<file path="src/rtl/rx_frame_sr_pkg.sv">
// ---------------------------------------------------------------------------
// rx_frame_pkg
// Shared types and helpers for the UART receive frame assembler.
//   rx_state_t     : assembler FSM states (IDLE, SHIFT, DONE)
//   parity_mode_t  : decoded parity selection (NONE, EVEN, ODD)
//   MIN_DATA_BITS  : narrowest legal data field
//   clamp_size()   : maps an out-of-range data_size onto the widest field
//   decode_parity(): maps the raw 2-bit parity_mode onto parity_mode_t
// ---------------------------------------------------------------------------
package rx_frame_pkg;

  typedef enum logic [1:0] {
    IDLE  = 2'b00,
    SHIFT = 2'b01,
    DONE  = 2'b10
  } rx_state_t;

  typedef enum logic [1:0] {
    PAR_NONE = 2'b00,
    PAR_EVEN = 2'b01,
    PAR_ODD  = 2'b10
  } parity_mode_t;

  localparam int MIN_DATA_BITS = 5;

  // Any request outside MIN_DATA_BITS..max_bits falls back to the widest field
  // so the frame length is always well defined.
  function automatic logic [3:0] clamp_size(input logic [3:0] size,
                                            input int max_bits);
    if ((int'(size) < MIN_DATA_BITS) || (int'(size) > max_bits)) begin
      return 4'(max_bits);
    end
    return size;
  endfunction

  // Encoding 11 is reserved and behaves as "no parity".
  function automatic parity_mode_t decode_parity(input logic [1:0] mode);
    case (mode)
      2'b01:   return PAR_EVEN;
      2'b10:   return PAR_ODD;
      default: return PAR_NONE;
    endcase
  endfunction

endpackage

</file>
<file path="src/rtl/rx_frame_sr_if.sv">
// ---------------------------------------------------------------------------
// rx_frame_sr_if
// Bundles the control inputs and status outputs of the receive frame
// assembler.
//   frame_start   : start bit validated, arm a new frame
//   shift_strobe  : one-cycle mid-bit sample strobe
//   serial_in     : synchronised RX line
//   data_size     : data bits per frame
//   parity_mode   : 00 none, 01 even, 10 odd, 11 none
//   packet_data   : received data, right aligned, zero extended
//   stop_bit      : sampled stop bit
//   framing_error : stop bit sampled as 0
//   parity_error  : parity mismatch on last frame
//   frame_done    : one-cycle pulse when the outputs update
//   busy          : frame in progress
// Modports: master drives the controls (timer FSM / bench), slave is the
// assembler.
// ---------------------------------------------------------------------------
interface rx_frame_sr_if #(
  parameter int MAX_DATA_BITS = 9
);
  logic                     frame_start;
  logic                     shift_strobe;
  logic                     serial_in;
  logic [3:0]               data_size;
  logic [1:0]               parity_mode;
  logic [MAX_DATA_BITS-1:0] packet_data;
  logic                     stop_bit;
  logic                     framing_error;
  logic                     parity_error;
  logic                     frame_done;
  logic                     busy;

  modport master (
    output frame_start, shift_strobe, serial_in, data_size, parity_mode,
    input  packet_data, stop_bit, framing_error, parity_error, frame_done, busy
  );

  modport slave (
    input  frame_start, shift_strobe, serial_in, data_size, parity_mode,
    output packet_data, stop_bit, framing_error, parity_error, frame_done, busy
  );
endinterface

</file>
<file path="src/rtl/rx_frame_sr_bit_counter.sv">
// ---------------------------------------------------------------------------
// rx_bit_counter
// Bit position counter for the frame assembler.
//   clk    : system clock, rising edge
//   n_rst  : asynchronous active-low reset
//   clear  : synchronous clear to 0 (frame armed)
//   incr   : advance by one (bit captured)
//   total  : number of bits in the current frame
//   count  : index of the next bit to capture
//   last   : count addresses the final bit (stop bit) of the frame
// ---------------------------------------------------------------------------
module rx_bit_counter #(
  parameter int CNT_W = 4
) (
  input  logic             clk,
  input  logic             n_rst,
  input  logic             clear,
  input  logic             incr,
  input  logic [CNT_W-1:0] total,
  output logic [CNT_W-1:0] count,
  output logic             last
);

  // Clear has priority so an abort on the same cycle as a strobe restarts at 0.
  always_ff @(posedge clk or negedge n_rst) begin
    if (!n_rst) begin
      count <= '0;
    end else if (clear) begin
      count <= '0;
    end else if (incr) begin
      count <= count + CNT_W'(1);
    end
  end

  assign last = (count == (total - CNT_W'(1)));

endmodule

</file>
<file path="src/rtl/rx_frame_sr.sv">
// ---------------------------------------------------------------------------
// rx_frame_sr
// UART receive frame assembler. Captures serial bits LSB first on
// shift_strobe for a runtime-selected data size, an optional parity bit and a
// stop bit, then presents right-aligned data with stop/framing/parity status
// and a one-cycle frame_done pulse.
// Ports:
//   clk    : system clock, rising edge
//   n_rst  : asynchronous active-low reset
//   bus    : rx_frame_sr_if.slave (controls in, data/status out)
// Parameters:
//   MAX_DATA_BITS : widest supported data field (5..15)
//   CNT_W         : bit counter width, derived, do not override
// Configuration macro:
//   RX_PARITY_EN  : when defined, parity_mode is honoured and parity is
//                   checked; otherwise parity_mode is ignored, frames carry
//                   no parity bit and parity_error is tied 0.
// ---------------------------------------------------------------------------
module rx_frame_sr
  import rx_frame_pkg::*;
#(
  parameter int MAX_DATA_BITS = 9,
  parameter int CNT_W         = $clog2(MAX_DATA_BITS + 3)
) (
  input  logic        clk,
  input  logic        n_rst,
  rx_frame_sr_if.slave bus
);

  // Capture register holds data plus the parity bit; the stop bit is taken
  // straight from serial_in on the final strobe.
  localparam int SR_W = MAX_DATA_BITS + 1;

  rx_state_t                state;
  logic [3:0]               eff_size;
  logic [CNT_W-1:0]         total;
  logic [SR_W-1:0]          shift_reg;
  logic [CNT_W-1:0]         count;
  logic                     last;
  logic                     arm;
  logic                     take;
  logic [3:0]               next_size;
  logic [CNT_W-1:0]         next_total;
  logic [MAX_DATA_BITS-1:0] data_masked;

  // frame_start arms from any state and always beats a coincident strobe.
  assign arm       = bus.frame_start;
  assign take      = (state == SHIFT) && bus.shift_strobe && !bus.frame_start;
  assign next_size = clamp_size(bus.data_size, MAX_DATA_BITS);

  rx_bit_counter #(
    .CNT_W (CNT_W)
  ) u_bit_counter (
    .clk   (clk),
    .n_rst (n_rst),
    .clear (arm),
    .incr  (take),
    .total (total),
    .count (count),
    .last  (last)
  );

  // Bits at or above the latched size may hold the parity bit or stale
  // captures, so they are forced to zero before presentation.
  always_comb begin
    data_masked = '0;
    for (int i = 0; i < MAX_DATA_BITS; i++) begin
      data_masked[i] = shift_reg[i] & (i < int'(eff_size));
    end
  end

`ifdef RX_PARITY_EN
  parity_mode_t par_mode;
  logic         par_en_next;
  logic         par_bit;
  logic         par_xor;
  logic         par_err_calc;

  assign par_en_next = (decode_parity(bus.parity_mode) != PAR_NONE);
  assign next_total  = CNT_W'(next_size) + CNT_W'(par_en_next) + CNT_W'(1);

  // Parity bit sits directly above the data field, at index eff_size.
  always_comb begin
    par_bit = 1'b0;
    for (int i = 0; i < SR_W; i++) begin
      if (int'(eff_size) == i) begin
        par_bit = shift_reg[i];
      end
    end
    par_xor = (^data_masked) ^ par_bit;
    case (par_mode)
      PAR_EVEN: par_err_calc = par_xor;
      PAR_ODD:  par_err_calc = ~par_xor;
      default:  par_err_calc = 1'b0;
    endcase
  end
`else
  assign next_total       = CNT_W'(next_size) + CNT_W'(1);
  assign bus.parity_error = 1'b0;
`endif

  // Frame FSM: arming latches the frame format and clears the capture
  // register; each accepted strobe writes serial_in at the counter position;
  // the final strobe commits data and status and raises frame_done for the
  // one cycle spent in DONE. Aborts leave the previous results untouched.
  always_ff @(posedge clk or negedge n_rst) begin
    if (!n_rst) begin
      state             <= IDLE;
      eff_size          <= '0;
      total             <= '0;
      shift_reg         <= '0;
      bus.packet_data   <= '0;
      bus.stop_bit      <= 1'b0;
      bus.framing_error <= 1'b0;
      bus.frame_done    <= 1'b0;
      bus.busy          <= 1'b0;
`ifdef RX_PARITY_EN
      par_mode          <= PAR_NONE;
      bus.parity_error  <= 1'b0;
`endif
    end else begin
      bus.frame_done <= 1'b0;
      if (arm) begin
        state     <= SHIFT;
        bus.busy  <= 1'b1;
        shift_reg <= '0;
        eff_size  <= next_size;
        total     <= next_total;
`ifdef RX_PARITY_EN
        par_mode  <= decode_parity(bus.parity_mode);
`endif
      end else begin
        case (state)
          IDLE: begin
            state <= IDLE;
          end
          SHIFT: begin
            if (take) begin
              for (int i = 0; i < SR_W; i++) begin
                if (count == CNT_W'(i)) begin
                  shift_reg[i] <= bus.serial_in;
                end
              end
              if (last) begin
                state             <= DONE;
                bus.busy          <= 1'b0;
                bus.frame_done    <= 1'b1;
                bus.packet_data   <= data_masked;
                bus.stop_bit      <= bus.serial_in;
                bus.framing_error <= ~bus.serial_in;
`ifdef RX_PARITY_EN
                bus.parity_error  <= par_err_calc;
`endif
              end
            end
          end
          DONE: begin
            state <= IDLE;
          end
          default: begin
            state    <= IDLE;
            bus.busy <= 1'b0;
          end
        endcase
      end
    end
  end

endmodule

</file>
<file path="src/flat_wrapper.sv">
// flat-port wrapper written by rule: the top's interface ports become plain ports
module rx_frame_sr_flat import rx_frame_pkg::*;
#(
  parameter int MAX_DATA_BITS = 9,
  parameter int CNT_W         = $clog2(MAX_DATA_BITS + 3)
)
  (clk, n_rst, bus_frame_start, bus_shift_strobe, bus_serial_in, bus_data_size, bus_parity_mode, bus_packet_data, bus_stop_bit, bus_framing_error, bus_parity_error, bus_frame_done, bus_busy);
  rx_frame_sr_if #(.MAX_DATA_BITS(MAX_DATA_BITS)) bus_i ();
  input  logic clk;
  input  logic n_rst;
  input wire logic [$bits(bus_i.frame_start)-1:0] bus_frame_start;
  input wire logic [$bits(bus_i.shift_strobe)-1:0] bus_shift_strobe;
  input wire logic [$bits(bus_i.serial_in)-1:0] bus_serial_in;
  input wire logic [$bits(bus_i.data_size)-1:0] bus_data_size;
  input wire logic [$bits(bus_i.parity_mode)-1:0] bus_parity_mode;
  output wire logic [$bits(bus_i.packet_data)-1:0] bus_packet_data;
  output wire logic [$bits(bus_i.stop_bit)-1:0] bus_stop_bit;
  output wire logic [$bits(bus_i.framing_error)-1:0] bus_framing_error;
  output wire logic [$bits(bus_i.parity_error)-1:0] bus_parity_error;
  output wire logic [$bits(bus_i.frame_done)-1:0] bus_frame_done;
  output wire logic [$bits(bus_i.busy)-1:0] bus_busy;
  assign bus_i.frame_start = bus_frame_start;
  assign bus_i.shift_strobe = bus_shift_strobe;
  assign bus_i.serial_in = bus_serial_in;
  assign bus_i.data_size = bus_data_size;
  assign bus_i.parity_mode = bus_parity_mode;
  assign bus_packet_data = bus_i.packet_data;
  assign bus_stop_bit = bus_i.stop_bit;
  assign bus_framing_error = bus_i.framing_error;
  assign bus_parity_error = bus_i.parity_error;
  assign bus_frame_done = bus_i.frame_done;
  assign bus_busy = bus_i.busy;
  rx_frame_sr #(.MAX_DATA_BITS(MAX_DATA_BITS), .CNT_W(CNT_W)) u_core (.clk(clk), .n_rst(n_rst), .bus(bus_i));
endmodule
</file>
<file path="config.mk">
export PLATFORM = sky130hd
export DESIGN_NAME = rx_frame_sr_flat
export DESIGN_NICKNAME = d
export VERILOG_FILES = /design/src/rtl/rx_frame_sr_pkg.sv /design/src/rtl/rx_frame_sr_if.sv /design/src/rtl/rx_frame_sr_bit_counter.sv /design/src/rtl/rx_frame_sr.sv /design/src/flat_wrapper.sv
export SDC_FILE = /design/constraint.sdc
export NUM_CORES = 1
export LEC_CHECK = 0
export ABC_CLOCK_PERIOD_IN_PS = 4290
export CORE_MARGIN = 3
export CORE_UTILIZATION = 45
export DETAILED_ROUTE_END_ITERATION = 16
export GPL_TIMING_DRIVEN = 0
export HOLD_SLACK_MARGIN = 0.03
export PLACE_DENSITY_LB_ADDON = 0.08
export SLEW_MARGIN = 25
export SYNTH_ARGS = -nofsm -noshare
export SYNTH_HDL_FRONTEND = slang
export SYNTH_HIERARCHICAL = 1
export SYNTH_SLANG_ARGS = --single-unit
</file>
<file path="constraint.sdc">
create_clock -name clk -period 4.29 [get_ports clk]
set_input_delay 0.858 -clock clk [delete_from_list [all_inputs] [get_ports clk]]
set_output_delay 0.858 -clock clk [all_outputs]
set_load 0.02 [all_outputs]
</file>
==> results of run 1 <==
[final timing paths]
| check | from | endpoint | slack [ns] | cells past startpoint |
|---|---|---|---|---|
| min | u_core/bus.packet_data[7] | u_core/bus.packet_data[7] | 0.48 | 1 |
| max in group asynchronous | n_rst | u_core/u_bit_counter/count[3] | 3.34 | 2 |
| max | bus_frame_start | u_core/bus.packet_data[0] | 1.93 | 5 |
| min reg2reg | u_core/bus.packet_data[7] | u_core/bus.packet_data[7] | 0.48 | 1 |
| max reg2reg | u_core/total[0] | u_core/bus.packet_data[0] | 2.13 | 7 |
| min in group asynchronous | n_rst | u_core/eff_size[2] | 0.51 | 1 |
[logic make-up after synthesis]
family / share of synthesized area
fa+ha+maj: 0.0139
other cells: 0.00209
flops: 0.502
mux: 0.140
compound gates: 0.0725
buf+inv: 0.0446
xor+xnor: 0.0488
simple gates: 0.176
[Yosys cell counts, types with 3 or more instances]
cell,instances
nor2b_1,3
a21oi_1,3
nand4_1,3
o21ai_0,3
inv_1,9
nor2_1,7
nand2b_1,10
xnor2_1,7
dfrtp_1,36
nand4b_1,3
nand2_1,7
xor2_1,3
mux2_4,5
o21a_1,3
mux2i_1,12
clkbuf_1,3
o21ai_1,4
mux2_1,3
[per-stage QoR]
step	utilization	std cells	cell area (µm²)	worst slack, ns
after floorplan	-	157	1800	2.37
after global placement	0.552	226	2070	1.54
after global routing	0.583	235	2180	1.83
after detailed placement	0.558	227	2090	1.61
final	0.583	235	2180	1.93
after CTS	0.583	235	2180	1.92
[placed cells by master (no fill, tap or decap), drive strengths merged]
cell type	n
nand4b	3
nand3b	1
mux2i	12
a21bo	1
a31o	1
nand2b	10
nand4	3
o21a	3
o22a	1
ha	2
o21ai	7
inv	11
nand3	2
and4bb	3
nor3	1
clkinv	2
clkdlybuf4s50	20
nor4b	1
nor2b	3
a31oi	1
nor2	7
nand2	8
a21oi	3
o31a	1
clkbuf	9
nor4	1
buf	6
conb	1
mux2	10
xor2	3
dfrtp	36
xnor2	7
and3b	2
nor3b	1
a21boi	2
nor4bb	2
[worst max-delay path: cells and delay by family]
kind,cells,cell delay (ns)
buf+inv,2,0.75
simple gates,2,0.61
mux,1,0.29
[metal layers]
metal / track usage / vias to the layer above / part of all wire
met2: 0.240 / 23 / 0.48
met5: 0 / - / 0
li1: - / 596 / -
met4: 0.0456 / 0 / 0.013
met1: 0.197 / 590 / 0.47
met3: 0.0466 / 6 / 0.038
[area by class of cell]
type / count / share of cell area
Buffer: 7 / 0.0178
Inverter: 11 / 0.0189
Clock buffer: 6 / 0.0379
Multi-Input combinational cell: 103 / 0.373
Tap cell: 48 / 0.0275
Timing Repair Buffer: 22 / 0.107
Sequential cell: 36 / 0.413
Clock inverter: 2 / 0.00459
[power by group through the flow]
stage	Clock (mW)	Sequential (mW)	Combinational, mW
final	0.245	0.378	0.123
after global routing	0.275	0.382	0.132
after CTS	0.256	0.378	0.124
after detailed placement	0	0.385	0.124
after global placement	0	0.384	0.118
after floorplan	0	0.397	0.0525
==> impl_metrics.ini, run 1 <==
[synthesis]
synth_area_leaders = dfrtp_1 50%, mux2i_1 6.7%, mux2_4 4.2%
synth_fp_nets = 170
synth_edf_count = 0
synth_area_um2 = 1800
synth_top_area_cell = dfrtp_1
ys.flop_type = dfrtp_1
yosysUniqueCellTypes = 43
yosys_warnings = 6
ys_seq_elements = 36
synth_area_per_cell_um2 = 11.4
synth_seq_area_share = 0.502
synth_top_cell_area_share = 0.502
async_reset_ff_frac = 1.00
syn-instance-count = 157

[final_layout]
diodes = 0
fillers = 320
drive_above_1_share = 0.139
multiInputGateArea_um2 = 815
syn_to_final_growth_pct = 21.5
ff_latch_area_um2 = 901
final_nets = 199

[clock_tree]
clk_pin_slew_worst_paths_ns = 0.07
postCtsSetupBuffers = 0
clock_path_buffers = 2
clock_sinks = 36
cts_tree = done
htreeDepth = 2
insertion_delay_ns = 0.28
cts_resized = 0
cts_root_buf = clkbuf_8
cts_buffers = 5
hold_buffers = 0

[routing]
avgRoutedWirePerCell_um = 14.4
viasPerCell = 5.17
drt_iter0_markers = 59
first_pass_iters = 4
num_vias = 1215
postRouteAntennaNets = 0
finalWirelength_um = 3390
drc_errors = 0

[pwr]
seq_power_share = 0.507
p_switching_mw = 0.197
p_int_mw = 0.549
p_clk_frac = 0.329
swShare = 0.264
power_mw = 0.746
power.density_nw_per_um2 = 342
combPwrFrac = 0.165
p_leak_nw = 1.03
ir_worst_vdd_v = 0.000259

[sta]
max_freq_ghz = 0.424
fin_crit_sh = 0.550
fin_crit_ns = 2.36
clock_skew_ns = 0.00475
hold_violations = 0
rsz0062_at_grt = no
slew_viol_final = 0
finalSetupViolCount = 0
finalSetupTns_ns = 0
whs_ns = 0.479

[die]
core_um2 = 3740
num_rows = 22
die_w_um = 69.2
initial_core_util = 0.480
dieArea_um2 = 4780
die_h_um = 69.2
io_pins = 25

[global_routing]
grt_max_degree = 21
track_usage = 0.151
grt_pass1_wl_um = 5740
antenna_found_initial = 0
grt_pass1_vias = 1184
overflow = 0

[place]
place_hpwl_um = 2430
port_buffers = 21
globalplace.congestion = 0.774

[critical_path]
start_kind = primary input
required_ns = 4.46
cpMaxStageDelayCell = clkdlybuf4s50_1
path_cells = clkdlybuf4s50_1 > and4bb_2 > nand2_2 > buf_6 > mux2_4
slowest_delay_ns = 0.55
arrival_ns = 2.53
crit_fanout = 10
path_class = in2reg
endpoint_kind = flop

[worst_hold_path]
hold_class = reg2reg

[flow_run]
max_cap_violations = 0

[run_status]
status = completed
Power figures use the tool's default switching activity.
==> run 2: changes to the inputs <==
--- a/config.mk
+++ b/config.mk
@@ -5,7 +5,7 @@
 export SDC_FILE = /design/constraint.sdc
 export NUM_CORES = 1
 export LEC_CHECK = 0
-export ABC_CLOCK_PERIOD_IN_PS = 4290
+export ABC_CLOCK_PERIOD_IN_PS = 2400
 export CORE_MARGIN = 3
 export CORE_UTILIZATION = 45
 export DETAILED_ROUTE_END_ITERATION = 16
==> constraint.sdc (replaced) <==
create_clock -name clk -period 2.4 [get_ports clk]
set_input_delay 0.48 -clock clk [delete_from_list [all_inputs] [get_ports clk]]
set_output_delay 0.48 -clock clk [all_outputs]
set_load 0.02 [all_outputs]
==> results of run 2 <==
The final DEF is identical to that of run 1. Status: completed.
Among the figures that moved: setup slack after placement 1.61 ns -> 0.0994 ns; setup slack after layout 1.93 ns -> 0.241 ns; hold slack 0.479 ns -> 0.132 ns; start point of the critical path bus_frame_start -> u_core/total[0]; register-to-register setup slack 2.13 ns -> 0.24 ns; total power 0.746 mW -> 1.33 mW; worst IR drop on VDD 0.000259 V -> 0.000462 V
